## src/rtl/gray_ctrl_pkg.sv

```systemverilog
// rtl/gray_ctrl_pkg.sv - shared state encoding and gray-code constants for the gray counter sequencer
package gray_ctrl_pkg;

    typedef enum logic [2:0] {
        ST_IDLE,
        ST_CLEAR,
        ST_COUNT,
        ST_SETTLE,
        ST_CAPTURE,
        ST_HOLD
    } ctrl_state_e;

    // Gray code of the all-ones binary count: only the MSB is set.
    function automatic logic [63:0] gray_of_all_ones(input int unsigned width);
        return 64'd1 << (width - 1);
    endfunction

endpackage

```

## src/rtl/gray_count_ctrl_if.sv

```systemverilog
// rtl/gray_count_ctrl_if.sv - control, counter-tree and result signals of the gray counter sequencer
interface gray_count_ctrl_if #(
    parameter int WIDTH = 8,
    parameter int WIN_W = 16
);
    logic             start;
    logic             abort;
    logic [WIN_W-1:0] cfg_win_len;
    logic             cfg_continuous;
    logic [WIDTH-1:0] gray_in;
    logic             cnt_clr;
    logic             cnt_en;
    logic [WIDTH-1:0] out_data;
    logic             out_ovf;
    logic             out_valid;
    logic             out_ready;
    logic             busy;

    modport master (
        output start, abort, cfg_win_len, cfg_continuous, gray_in, out_ready,
        input  cnt_clr, cnt_en, out_data, out_ovf, out_valid, busy
    );

    modport slave (
        input  start, abort, cfg_win_len, cfg_continuous, gray_in, out_ready,
        output cnt_clr, cnt_en, out_data, out_ovf, out_valid, busy
    );
endinterface

```

## src/rtl/gray_to_bin.sv

```systemverilog
// rtl/gray_to_bin.sv - combinational gray-to-binary converter
module gray_to_bin #(
    parameter int WIDTH = 8
) (
    input  logic [WIDTH-1:0] gray_i,
    output logic [WIDTH-1:0] bin_o
);

    // Each binary bit is the XOR of all gray bits at or above it.
    for (genvar i = 0; i < WIDTH; i++) begin : g_bit
        assign bin_o[i] = ^gray_i[WIDTH-1:i];
    end

endmodule

```

## src/rtl/gray_count_ctrl.sv

```systemverilog
// rtl/gray_count_ctrl.sv - sequences an external gray counter tree over a fixed window and returns the binary count
module gray_count_ctrl
    import gray_ctrl_pkg::*;
#(
    parameter int WIDTH = 8,
    parameter int WIN_W = 16
) (
    input  logic              clk_master,
    input  logic              rst,
    gray_count_ctrl_if.slave  bus
);

    localparam logic [WIDTH-1:0] OVF_GRAY = WIDTH'(gray_of_all_ones(WIDTH));

    ctrl_state_e      state_q, state_d;
    logic [WIN_W-1:0] len_q, len_d;
    logic             cont_q, cont_d;
    logic [WIN_W-1:0] win_cnt_q, win_cnt_d;
    logic             ovf_q, ovf_d;
    logic [WIDTH-1:0] out_data_q, out_data_d;
    logic             out_valid_q, out_valid_d;
    logic [WIDTH-1:0] bin_w;

    gray_to_bin #(
        .WIDTH (WIDTH)
    ) u_gray_to_bin (
        .gray_i (bus.gray_in),
        .bin_o  (bin_w)
    );

    always_ff @(posedge clk_master or posedge rst) begin
        if (rst) begin
            state_q     <= ST_IDLE;
            len_q       <= '0;
            cont_q      <= 1'b0;
            win_cnt_q   <= '0;
            ovf_q       <= 1'b0;
            out_data_q  <= '0;
            out_valid_q <= 1'b0;
        end else begin
            state_q     <= state_d;
            len_q       <= len_d;
            cont_q      <= cont_d;
            win_cnt_q   <= win_cnt_d;
            ovf_q       <= ovf_d;
            out_data_q  <= out_data_d;
            out_valid_q <= out_valid_d;
        end
    end

    always_comb begin
        state_d     = state_q;
        len_d       = len_q;
        cont_d      = cont_q;
        win_cnt_d   = win_cnt_q;
        ovf_d       = ovf_q;
        out_data_d  = out_data_q;
        out_valid_d = out_valid_q;

        if (bus.abort) begin
            state_d     = ST_IDLE;
            out_valid_d = 1'b0;
        end else begin
            case (state_q)
                ST_IDLE: begin
                    if (bus.start) begin
                        state_d = ST_CLEAR;
                        len_d   = (bus.cfg_win_len == '0) ? WIN_W'(1) : bus.cfg_win_len;
                        cont_d  = bus.cfg_continuous;
                    end
                end
                ST_CLEAR: begin
                    win_cnt_d = '0;
                    ovf_d     = 1'b0;
                    state_d   = ST_COUNT;
                end
                ST_COUNT: begin
                    // gray_in shows the pre-increment value, so the all-ones code here means the next step wraps.
                    if (bus.gray_in == OVF_GRAY) begin
                        ovf_d = 1'b1;
                    end
                    if (win_cnt_q == len_q - WIN_W'(1)) begin
                        state_d = ST_SETTLE;
                    end else begin
                        win_cnt_d = win_cnt_q + WIN_W'(1);
                    end
                end
                ST_SETTLE: begin
                    state_d = ST_CAPTURE;
                end
                ST_CAPTURE: begin
                    out_data_d  = bin_w;
                    out_valid_d = 1'b1;
                    state_d     = ST_HOLD;
                end
                ST_HOLD: begin
                    if (out_valid_q && bus.out_ready) begin
                        out_valid_d = 1'b0;
                        state_d     = cont_q ? ST_CLEAR : ST_IDLE;
                    end
                end
                default: begin
                    state_d = ST_IDLE;
                end
            endcase
        end
    end

    assign bus.cnt_clr   = (state_q == ST_CLEAR);
    assign bus.cnt_en    = (state_q == ST_COUNT);
    assign bus.busy      = (state_q != ST_IDLE);
    assign bus.out_data  = out_data_q;
    assign bus.out_ovf   = ovf_q;
    assign bus.out_valid = out_valid_q;

endmodule
```

## src/flat_wrapper.sv

```systemverilog
// flat-port wrapper written by rule: the top's interface ports become plain ports
module gray_count_ctrl_flat import gray_ctrl_pkg::*;
#(
    parameter int WIDTH = 8,
    parameter int WIN_W = 16
)
  (clk_master, rst, bus_start, bus_abort, bus_cfg_win_len, bus_cfg_continuous, bus_gray_in, bus_out_ready, bus_cnt_clr, bus_cnt_en, bus_out_data, bus_out_ovf, bus_out_valid, bus_busy);
  gray_count_ctrl_if #(.WIDTH(WIDTH), .WIN_W(WIN_W)) bus_i ();
  input  logic clk_master;
  input  logic rst;
  input wire logic [$bits(bus_i.start)-1:0] bus_start;
  input wire logic [$bits(bus_i.abort)-1:0] bus_abort;
  input wire logic [$bits(bus_i.cfg_win_len)-1:0] bus_cfg_win_len;
  input wire logic [$bits(bus_i.cfg_continuous)-1:0] bus_cfg_continuous;
  input wire logic [$bits(bus_i.gray_in)-1:0] bus_gray_in;
  input wire logic [$bits(bus_i.out_ready)-1:0] bus_out_ready;
  output wire logic [$bits(bus_i.cnt_clr)-1:0] bus_cnt_clr;
  output wire logic [$bits(bus_i.cnt_en)-1:0] bus_cnt_en;
  output wire logic [$bits(bus_i.out_data)-1:0] bus_out_data;
  output wire logic [$bits(bus_i.out_ovf)-1:0] bus_out_ovf;
  output wire logic [$bits(bus_i.out_valid)-1:0] bus_out_valid;
  output wire logic [$bits(bus_i.busy)-1:0] bus_busy;
  assign bus_i.start = bus_start;
  assign bus_i.abort = bus_abort;
  assign bus_i.cfg_win_len = bus_cfg_win_len;
  assign bus_i.cfg_continuous = bus_cfg_continuous;
  assign bus_i.gray_in = bus_gray_in;
  assign bus_i.out_ready = bus_out_ready;
  assign bus_cnt_clr = bus_i.cnt_clr;
  assign bus_cnt_en = bus_i.cnt_en;
  assign bus_out_data = bus_i.out_data;
  assign bus_out_ovf = bus_i.out_ovf;
  assign bus_out_valid = bus_i.out_valid;
  assign bus_busy = bus_i.busy;
  gray_count_ctrl #(.WIDTH(WIDTH), .WIN_W(WIN_W)) u_core (.clk_master(clk_master), .rst(rst), .bus(bus_i));
endmodule
```

## config.mk

```make
export PLATFORM = sky130hd
export DESIGN_NAME = gray_count_ctrl_flat
export DESIGN_NICKNAME = d
export VERILOG_FILES = /design/src/rtl/gray_ctrl_pkg.sv /design/src/rtl/gray_count_ctrl_if.sv /design/src/rtl/gray_to_bin.sv /design/src/rtl/gray_count_ctrl.sv /design/src/flat_wrapper.sv
export SDC_FILE = /design/constraint.sdc
export NUM_CORES = 1
export LEC_CHECK = 0
export CORE_ASPECT_RATIO = 1.75
export CORE_MARGIN = 1.5
export CORE_UTILIZATION = 45
export CTS_CLUSTER_DIAMETER = 120
export DETAILED_ROUTE_END_ITERATION = 10
export GPL_ROUTABILITY_DRIVEN = 0
export PLACE_DENSITY = 0.68
export SLEW_MARGIN = 5
export SYNTH_ARGS = -nofsm -noshare
export SYNTH_HDL_FRONTEND = slang
export SYNTH_SLANG_ARGS = --single-unit
```

## constraint.sdc

```tcl
create_clock -name clk_master -period 5.8 [get_ports clk_master]
set_input_delay 1.74 -clock clk_master [delete_from_list [all_inputs] [get_ports clk_master]]
set_output_delay 1.74 -clock clk_master [all_outputs]
set_load 0.03 [all_outputs]
```

==> metrics.yaml <==
outcome: "finished clean"
clockRootBuffer: "clkbuf_8"
remaining_drc_errors: 0
end_kind: "flop"
rows: 38
p_sw_uw: 359.6
p_sw_frac: 0.3593
vias_per_cell: 5.715
fin_setup_tns_ps: 0
synthAdderAreaFrac: 0.02624
ant_nets: 0
cts_buffer_depth: 2
synthArstFlopShare: 1.000
ys_warn_count: 0
num-fill-cells: 591
p_int_uw: 641.3
skew_ps: 14.74
worst_pin_slew_ps: 1093
synth_compound_area_frac: 0.1408
slowest_stage: "o31ai_2"
relSlewSlack: 0.2669
cts_sinks: 46
r2r_cells: 8
synth_top_family_by_area: "simple AND/OR/NAND/NOR gates"
ys_seq_area_frac: 0.4023
gr-usage-all-layers: 0.2094
max_stage_delay_ps: 950
core_area_um2: 6181
finalMaxSlewViolations: 0
whs_endpoint: "u_core.bus.out_data[4]"
min_path_cells: 2
p_comb_frac: 0.329
muxShareOfSynthArea: 0.07477
antenna_found_initial: 0
port_buffers: 42
routed_wl_mm: 6.605
power.density_nw_per_um2: 293.1
cp-start-kind: "flop"
dieArea_um2: 6865
htreeDepth: 2
first_iter_violations: 120
drive_gt1_frac: 0.1246
die_h_um: 108.5
timing.fmax_mhz: 249.8
min_from: "u_core.bus.out_data[4]"
cts_setup_buffers: 0
insertion_delay_ps: 310
synth_edf_count: 0
min-delay-path-class: "reg2reg"
die_w_um: 63.28
diodes: 0
p_leak_uw: 0.001343
cp.arrival_ps: 4240
path_class: "reg2reg"
drt_first_pass_iters: 4
area_delta_synth_final_pct: 19.33
synth.ff_latch_count: 46
ir_drop_uv: 253.7
rsz0062_at_grt: "false"
r2r_setup_slack_ps: 1800
seqCellArea_um2: 1151
critPathMaxFanout: 20
synth_top_area_frac: 0.4023
synth_xor_area_frac: 0.07040
cts_resized: 0
seqPwrFrac: 0.460
fin_util: 0.5524
syn_inst: 302
hold_viol_final: 0
fin_crit_sh: 0.6903
crit_required_ps: 6030
max_cap_violations: 0
postCtsHoldBufs: 0
floorplan.initialDensity: 0.4630
grt_overflow_total: 0
r2r-start: "u_core.len_q[5]"
cts_tree: "yes"
min_period_ps: 4004
cts.clk_slew.worst_paths_ps: 100
grt_first_pass_wirelength_mm: 11.36
synth_area_leaders: "dfrtp_1 (40%), mux2_2 (7.5%), xnor2_1 (5.2%)"
synthDistinctLibCells: 53
yosys.area.top_type: "dfrtp_1"
ios: 43
synthSimpleGateAreaFrac: 0.2414
nets: 372
cts_made_buffers: 5
grt_max_degree: 47
power.clock.fraction: 0.210
avgSynthCellArea_um2: 9.475
timing.rr.end: "u_core.win_cnt_q[5]"
grt_pass1_vias: 2351
synthFlopType: "dfrtp_1"
cp_cell_sequence: "or4_1 > or4_1 > o311ai_1 > a21oi_1 > or4_4 > o31ai_2 > o21ai_0 > a21oi_1"
num_vias: 2383
synth_area_um2: 2861
detailed_place_hpwl_mm: 4.924
wl_per_cell_um: 15.84
finalSetupViolCount: 0
syn-num-nets: 338
multi_input_area_um2: 1584
-- sequential cells by signal (all words and copies together), names as in the netlist --
signal                cells
u_core.len_q             16
u_core.win_cnt_q         16
u_core.bus.out_data       8
u_core.state_q            3
u_core.bus.out_ovf        1
u_core.bus.out_valid      1
u_core.cont_q             1
-- cell usage after synthesis (4+ instances only) --
library cell	instances
nand3_1	9
nor2_1	11
and3_1	4
or3_1	14
o31ai_1	4
inv_1	17
xor2_1	6
mux2_2	19
nand2b_1	7
o21ai_0	19
clkbuf_1	12
nand2_1	17
dfrtp_1	46
or4_1	7
nor4_1	8
ha_1	6
nor3_1	9
a21oi_1	22
xnor2_1	17
-- metrics by stage --
step | instances | hold slack (ps) | setup WS, ps | area (um^2) | total power, uW
after floorplan | 302 | 474.0 | 2539 | 2861 | 677.2
after global placement | 409 | 469.1 | 1990 | 3319 | 789.9
after detailed placement | 409 | 475.9 | 1857 | 3319 | 797.4
after CTS | 417 | 500.5 | 1839 | 3415 | 1008
after global routing | 417 | 528.9 | 1511 | 3415 | 1060
final | 417 | 497.6 | 1796 | 3415 | 1001
-- per-layer routing --
layer  global-route usage  vias to the layer above  routed length [um]
met3              0.02601                       13                 202
met1               0.2391                     1148                2610
met4              0.08696                        0                 201
li1                     -                     1173                   -
met2               0.3898                       49                3591
met5                    0                        -                   0
-- cell families after synthesis --
group,after synthesis
AND/OR/NAND/NOR,112
AO/OA/AOI/OAI,64
flip-flops,46
buffers and inverters,32
XOR/XNOR,23
multiplexers,19
adder cells (fa/ha/maj),6
-- worst max-delay path by stage --
stage / from / to / slack, ps
global route: u_core.len_q[5] / u_core.win_cnt_q[9] / 1510
CTS: u_core.len_q[5] / u_core.win_cnt_q[9] / 1840
finish: u_core.len_q[5] / u_core.win_cnt_q[5] / 1800
global placement: bus_abort / u_core.win_cnt_q[7] / 1990
floorplan: bus_abort / u_core.cont_q / 2540
detailed placement: u_core.len_q[5] / u_core.win_cnt_q[9] / 1860
-- power groups by stage --
stage	Clock (uW)	Combinational (uW)	Sequential [uW]
after global placement	0	326	463
after detailed placement	0	331	466
after global routing	228	359	472
final	211	330	461
after CTS	215	333	460
after floorplan	0	201	476
-- cells in the final DEF, fill, tap and decap left out, drive strengths merged, types with 6 or more instances in the layout --
cell	count
a21oi	23
clkbuf	6
clkdlybuf4s50	42
dfrtp	46
ha	6
inv	17
mux2	19
nand2	17
nand2b	7
nand3	9
nor2	11
nor3	9
nor4	10
o21ai	20
or3	15
or4	8
xnor2	17
xor2	6
-- area by class of cell --
type                       instances  share of cell area
clock buffer                       6             0.02418
multi-input combinational        224              0.4639
tap                               80             0.02931
timing repair buffer              42              0.1231
inverter                          17             0.01869
clock inverter                     2            0.003664
sequential                        46              0.3371
-- critical path, delay by kind of cell (launching register included) --
| kind | cells | cell delay [ps] |
|---|---|---|
| flops | 1 | 480 |
| simple gates | 3 | 1860 |
| compound gates | 5 | 1590 |
(Power assumes the default switching activity.)
